<file path="config.mk">
export PLATFORM = sky130hd
export DESIGN_NAME = twos_to_signmag_norm
export DESIGN_NICKNAME = d
export VERILOG_FILES = /design/src/rtl/twos_to_signmag_norm.sv
export SDC_FILE = /design/constraint.sdc
export NUM_CORES = 1
export LEC_CHECK = 0
export BUFFER_PORTS_ARGS = -buffer_cell sky130_fd_sc_hd__buf_2
export CAP_MARGIN = 30
export CORE_MARGIN = 2
export CORE_UTILIZATION = 47
export CTS_CLUSTER_SIZE = 24
export DETAILED_ROUTE_END_ITERATION = 12
export GPL_ROUTABILITY_DRIVEN = 0
export PLACE_DENSITY = 0.77
export SYNTH_ARGS = -nofsm -noshare
export SYNTH_HDL_FRONTEND = slang
export SYNTH_SLANG_ARGS = --single-unit
</file>
<file path="constraint.sdc">
create_clock -name clk -period 2.2 [get_ports clk]
set_input_delay 0.44 -clock clk [delete_from_list [all_inputs] [get_ports clk]]
set_output_delay 0.44 -clock clk [all_outputs]
set_load 0.1 [all_outputs]
</file>
<file path="src/rtl/twos_to_signmag_norm.sv">
// Two's-complement to sign-magnitude converter with optional left-shift normalization.
// Define NORMALIZE_EN to build the NORM state; otherwise the raw magnitude is passed through.
module twos_to_signmag_norm (
  input  logic         clk,
  input  logic         rst,
  input  logic         in_valid,
  output logic         in_ready,
  input  logic [7:0]   in_data,
  input  logic [7:0]   in_exp,
  output logic         out_valid,
  input  logic         out_ready,
  output logic         out_sign,
  output logic [7:0]   out_mag,
  output logic [7:0]   out_exp,
  output logic         out_zero,
  output logic         out_uflow
);

  localparam int unsigned W = 8;

  localparam logic [1:0] IDLE = 2'd0;
  localparam logic [1:0] NEG  = 2'd1;
  localparam logic [1:0] DONE = 2'd2;
`ifdef NORMALIZE_EN
  localparam logic [1:0] NORM = 2'd3;
`endif

  logic [1:0]   state, state_n;
  logic         sign_n, zero_n, uflow_n, valid_n;
  logic [W-1:0] mag_n, exp_n;

  // State register
  always_ff @(posedge clk) begin
    if (rst) state <= IDLE;
    else     state <= state_n;
  end

  // Next state and next values of every registered output
  always_comb begin
    state_n = state;
    sign_n  = out_sign;
    mag_n   = out_mag;
    exp_n   = out_exp;
    zero_n  = out_zero;
    uflow_n = out_uflow;
    valid_n = out_valid;
    case (state)
      IDLE: begin
        if (in_valid && in_ready) begin
          sign_n  = in_data[W-1];
          mag_n   = in_data;
          exp_n   = in_exp;
          zero_n  = 1'b0;
          uflow_n = 1'b0;
          state_n = NEG;
        end
      end
      NEG: begin
        // 0x80 negates to itself, which is the correct unsigned 128
        mag_n  = out_sign ? W'(~out_mag + W'(1)) : out_mag;
        zero_n = (mag_n == '0);
`ifdef NORMALIZE_EN
        state_n = NORM;
`else
        state_n = DONE;
`endif
      end
`ifdef NORMALIZE_EN
      NORM: begin
        if (out_mag == '0) begin
          zero_n  = 1'b1;
          exp_n   = '0;
          state_n = DONE;
        end else if (out_mag[W-1]) begin
          state_n = DONE;
        end else if (out_exp == '0) begin
          uflow_n = 1'b1;
          state_n = DONE;
        end else begin
          mag_n = {out_mag[W-2:0], 1'b0};
          exp_n = out_exp - W'(1);
        end
      end
`endif
      DONE: begin
        // out_valid rises one edge after entering DONE; handshake only once it is up
        if (out_valid && out_ready) begin
          valid_n = 1'b0;
          state_n = IDLE;
        end else begin
          valid_n = 1'b1;
        end
      end
      default: state_n = IDLE;
    endcase
  end

  // Output registers
  always_ff @(posedge clk) begin
    if (rst) begin
      in_ready  <= 1'b0;
      out_valid <= 1'b0;
      out_sign  <= 1'b0;
      out_mag   <= '0;
      out_exp   <= '0;
      out_zero  <= 1'b0;
      out_uflow <= 1'b0;
    end else begin
      in_ready  <= (state_n == IDLE);
      out_valid <= valid_n;
      out_sign  <= sign_n;
      out_mag   <= mag_n;
      out_exp   <= exp_n;
      out_zero  <= zero_n;
      out_uflow <= uflow_n;
    end
  end

endmodule
</file>
==> qor.csv <==
metric;value;unit
IO Pins;41;
antenna violations before repair;0;
Clk Latency, worst-skew pair;310;ps
final hold violation count;0;
multi-input gate area in the final layout;576.8;sq um
Synth cell types;32;
largest net degree at the start of global routing;23;
Storage cell area;444.2;sq um
HP Class;in2reg;
RSZ-0062 raised after global routing;false;
Max Cap Violations;0;
Sw Ratio;37.32;%
nets;196;
total number of vias;1120;
CTS HTree Levels;1;
Worst setup endpoint;out_sign;
Post-synth EDFFs;0;
clock sink count;22;
PD cells;824.2;nW/um^2
Clock transition at path regs;130;ps
Inserted Clock Buffers;3;
Post-route DRC;0;
# setup viols final;0;
xor/xnor share of the synthesized area;1.641;%
port bufs;39;
Slew Limit Fails;0;
Via density;5.545;
Hold Buf Count CTS;0;
sequential power share;41.3;%
Setup TNS Final;0;ps
Synth async-reset ratio;0;%
Reg-to-Reg End;out_mag[6];
Avg Cell Area, Syn;7.678;sq um
maximum VDD drop;0.7273;mV
Finished Layout Cells;202;
Clk pwr share;28.4;%
slowest stage delay, CP;640;ps
row count;17;
reg2reg setup slack;300;ps
Pleak;0.5872;nW
reg2reg path depth;7;
CTS Root Cell;clkbuf_4;
Combinational Power Share;30.3;%
leading area contributor after synthesis;dfxtp_1;
post-route ant nets;0;
mux cell area share after synthesis;1.055;%
Layout fillers;211;
Sw Pwr;0.4092;mW
Worst Skew;5.022;ps
Max Root-Sink Buffers;2;
Critical Path Start;out_sign;
most frequent cell after synthesis;nand2_1;
simple-gate portion of the synthesized area;25.32;%
min cycle time layout;1922;ps
CTS tree;done;
CP max stage cell;dfxtp_1;
DP HPWL;1738;um
sequential cell area fraction in the yosys report;41.27;%
fin crit share;87.35;%
#FFs+latches synth;22;
Initial Util;49.19;%
CP top delay family;flip-flops;
top post-synthesis cells by area;dfxtp_1 (41%), a21oi_1 (9.8%), nand2_1 (9.8%);
CP required;1760;ps
Crit Path Class;reg2out;
arrival time worst endpoint;1480;ps
Final Cell Area;1330;sq um
vias in the first global route;998;
number of antenna diodes;0;
critical path, cell by cell;buf_2;
Yosys warnings;0;
total chip power;1.096;mW
Critical Path Start Type;register;
# resized after CTS;0;
average wire per standard cell;12.50;um
Total GRT Usage;21.68;%
placed cells;198;
grt total ovfl;0;
Buf/Inv on CP;1;
Placed Instance Area;1277;sq um
outcome;finished clean;
Int Pwr;0.6871;mW
synthesized area;1067;sq um
critical path endpoint category;output port;
Die Y;51.65;um
Iteration-0 DRC Markers;35;
ratio of cells with drive above 1 in the final layout;31.03;%
drt total wl;2525;um
main combinational cell family by area after synthesis;simple AND/OR/NAND/NOR gates;
top cell type's share of synthesized area;41.27;%
area grow syn2layout;24.62;%
Post-Synth Adder-Cell Area;1.172;%
Max Fclk;0.5204;GHz
Die Area;2668;sq um
core area;2170;sq um
CP max FO;15;
WHS Path Cells;3;
post-synthesis compound-gate area fraction;23.92;%
critical path depth in cells;1;
Syn Inst Count;139;
drt first pass iters;4;
Post-synth top flop;dfxtp_1;
syn_nets;160;
Die Wd;51.65;um
Post-CTS Setup Bufs;0;
first-pass GRT wire length;4284;um
Worst R2R Start;out_mag[0];
Synth top cells by count;nand2_1 (28), dfxtp_1 (22), a21oi_1 (21);
-- cell type report --
type | count | share of cell area, %
clock buffers | 3 | 1.693
repair buffers | 41 | 15.80
multi-input cells | 104 | 43.37
clock inverters | 1 | 2.258
well taps | 28 | 2.634
inverters | 3 | 0.8467
flip-flops and latches | 22 | 33.40
-- worst min path at each step --
stage,from,to
CTS,in_exp[7],out_exp[7]
global route,in_exp[3],out_exp[3]
finish,in_exp[7],out_exp[7]
detailed placement,out_exp[3],out_exp[3]
floorplan,in_data[0],out_mag[0]
global placement,out_exp[1],out_exp[1]
-- cells in the final DEF, fill, tap and decap left out, types with 2 or more instances in the layout --
master,instances
and3_1,2
inv_1,3
a21oi_1,21
o21ai_0,8
nand3_1,5
xor2_1,2
nor2_1,11
nor2b_1,3
a221oi_1,2
nand2_1,28
a32oi_1,3
clkbuf_4,3
nand2b_1,2
buf_2,39
dfxtp_2,3
nor3_1,2
buf_4,2
dfxtp_1,19
-- registers in the layout, indices dropped and copies added (netlist names) --
name       cells
out_zero       1
state          2
out_sign       1
out_exp        8
out_valid      1
in_ready       1
out_mag        8
-- through the flow --
step | hold WS (ps) | util, % | setup slack, ps
finish | 344.5 | 61.30 | 278.3
global route | 352.8 | 61.30 | 133.9
CTS | 332.6 | 61.30 | 285.6
detailed placement | 443.0 | 58.88 | 352.2
global placement | 439.4 | 58.88 | 428.5
floorplan | 568.5 | - | 1.326
-- power by group through the flow --
stage	logic, mW	registers, mW	clock network (mW)
2_1_floorplan	0.116	0.614	0
3_3_place_gp	0.327	0.459	0
3_5_place_dp	0.331	0.461	0
4_1_cts	0.332	0.453	0.320
5_1_grt	0.355	0.458	0.330
6_report	0.332	0.453	0.311
-- kinds of logic after synthesis --
| kind of cell | Yosys count |
|---|---|
| buffers and inverters | 13 |
| other | 1 |
| flip-flops | 22 |
| XOR/XNOR | 2 |
| adder cells (fa/ha/maj) | 1 |
| multiplexers | 1 |
| AND/OR/NAND/NOR | 58 |
| AO/OA/AOI/OAI | 41 |
-- worst min-delay path, stage by stage --
cell     delay [ps]
buf_2           100
nand2_1          40
a21oi_1          50
-- metal layers --
layer,GRT usage [%],part of all wire [%],up-vias
li1,-,-,554
met1,26.80,42,508
met2,35.26,47,49
met3,4.310,7.4,9
met4,11.84,3.0,0
met5,0,0,-
Power figures use the tool's default switching activity.
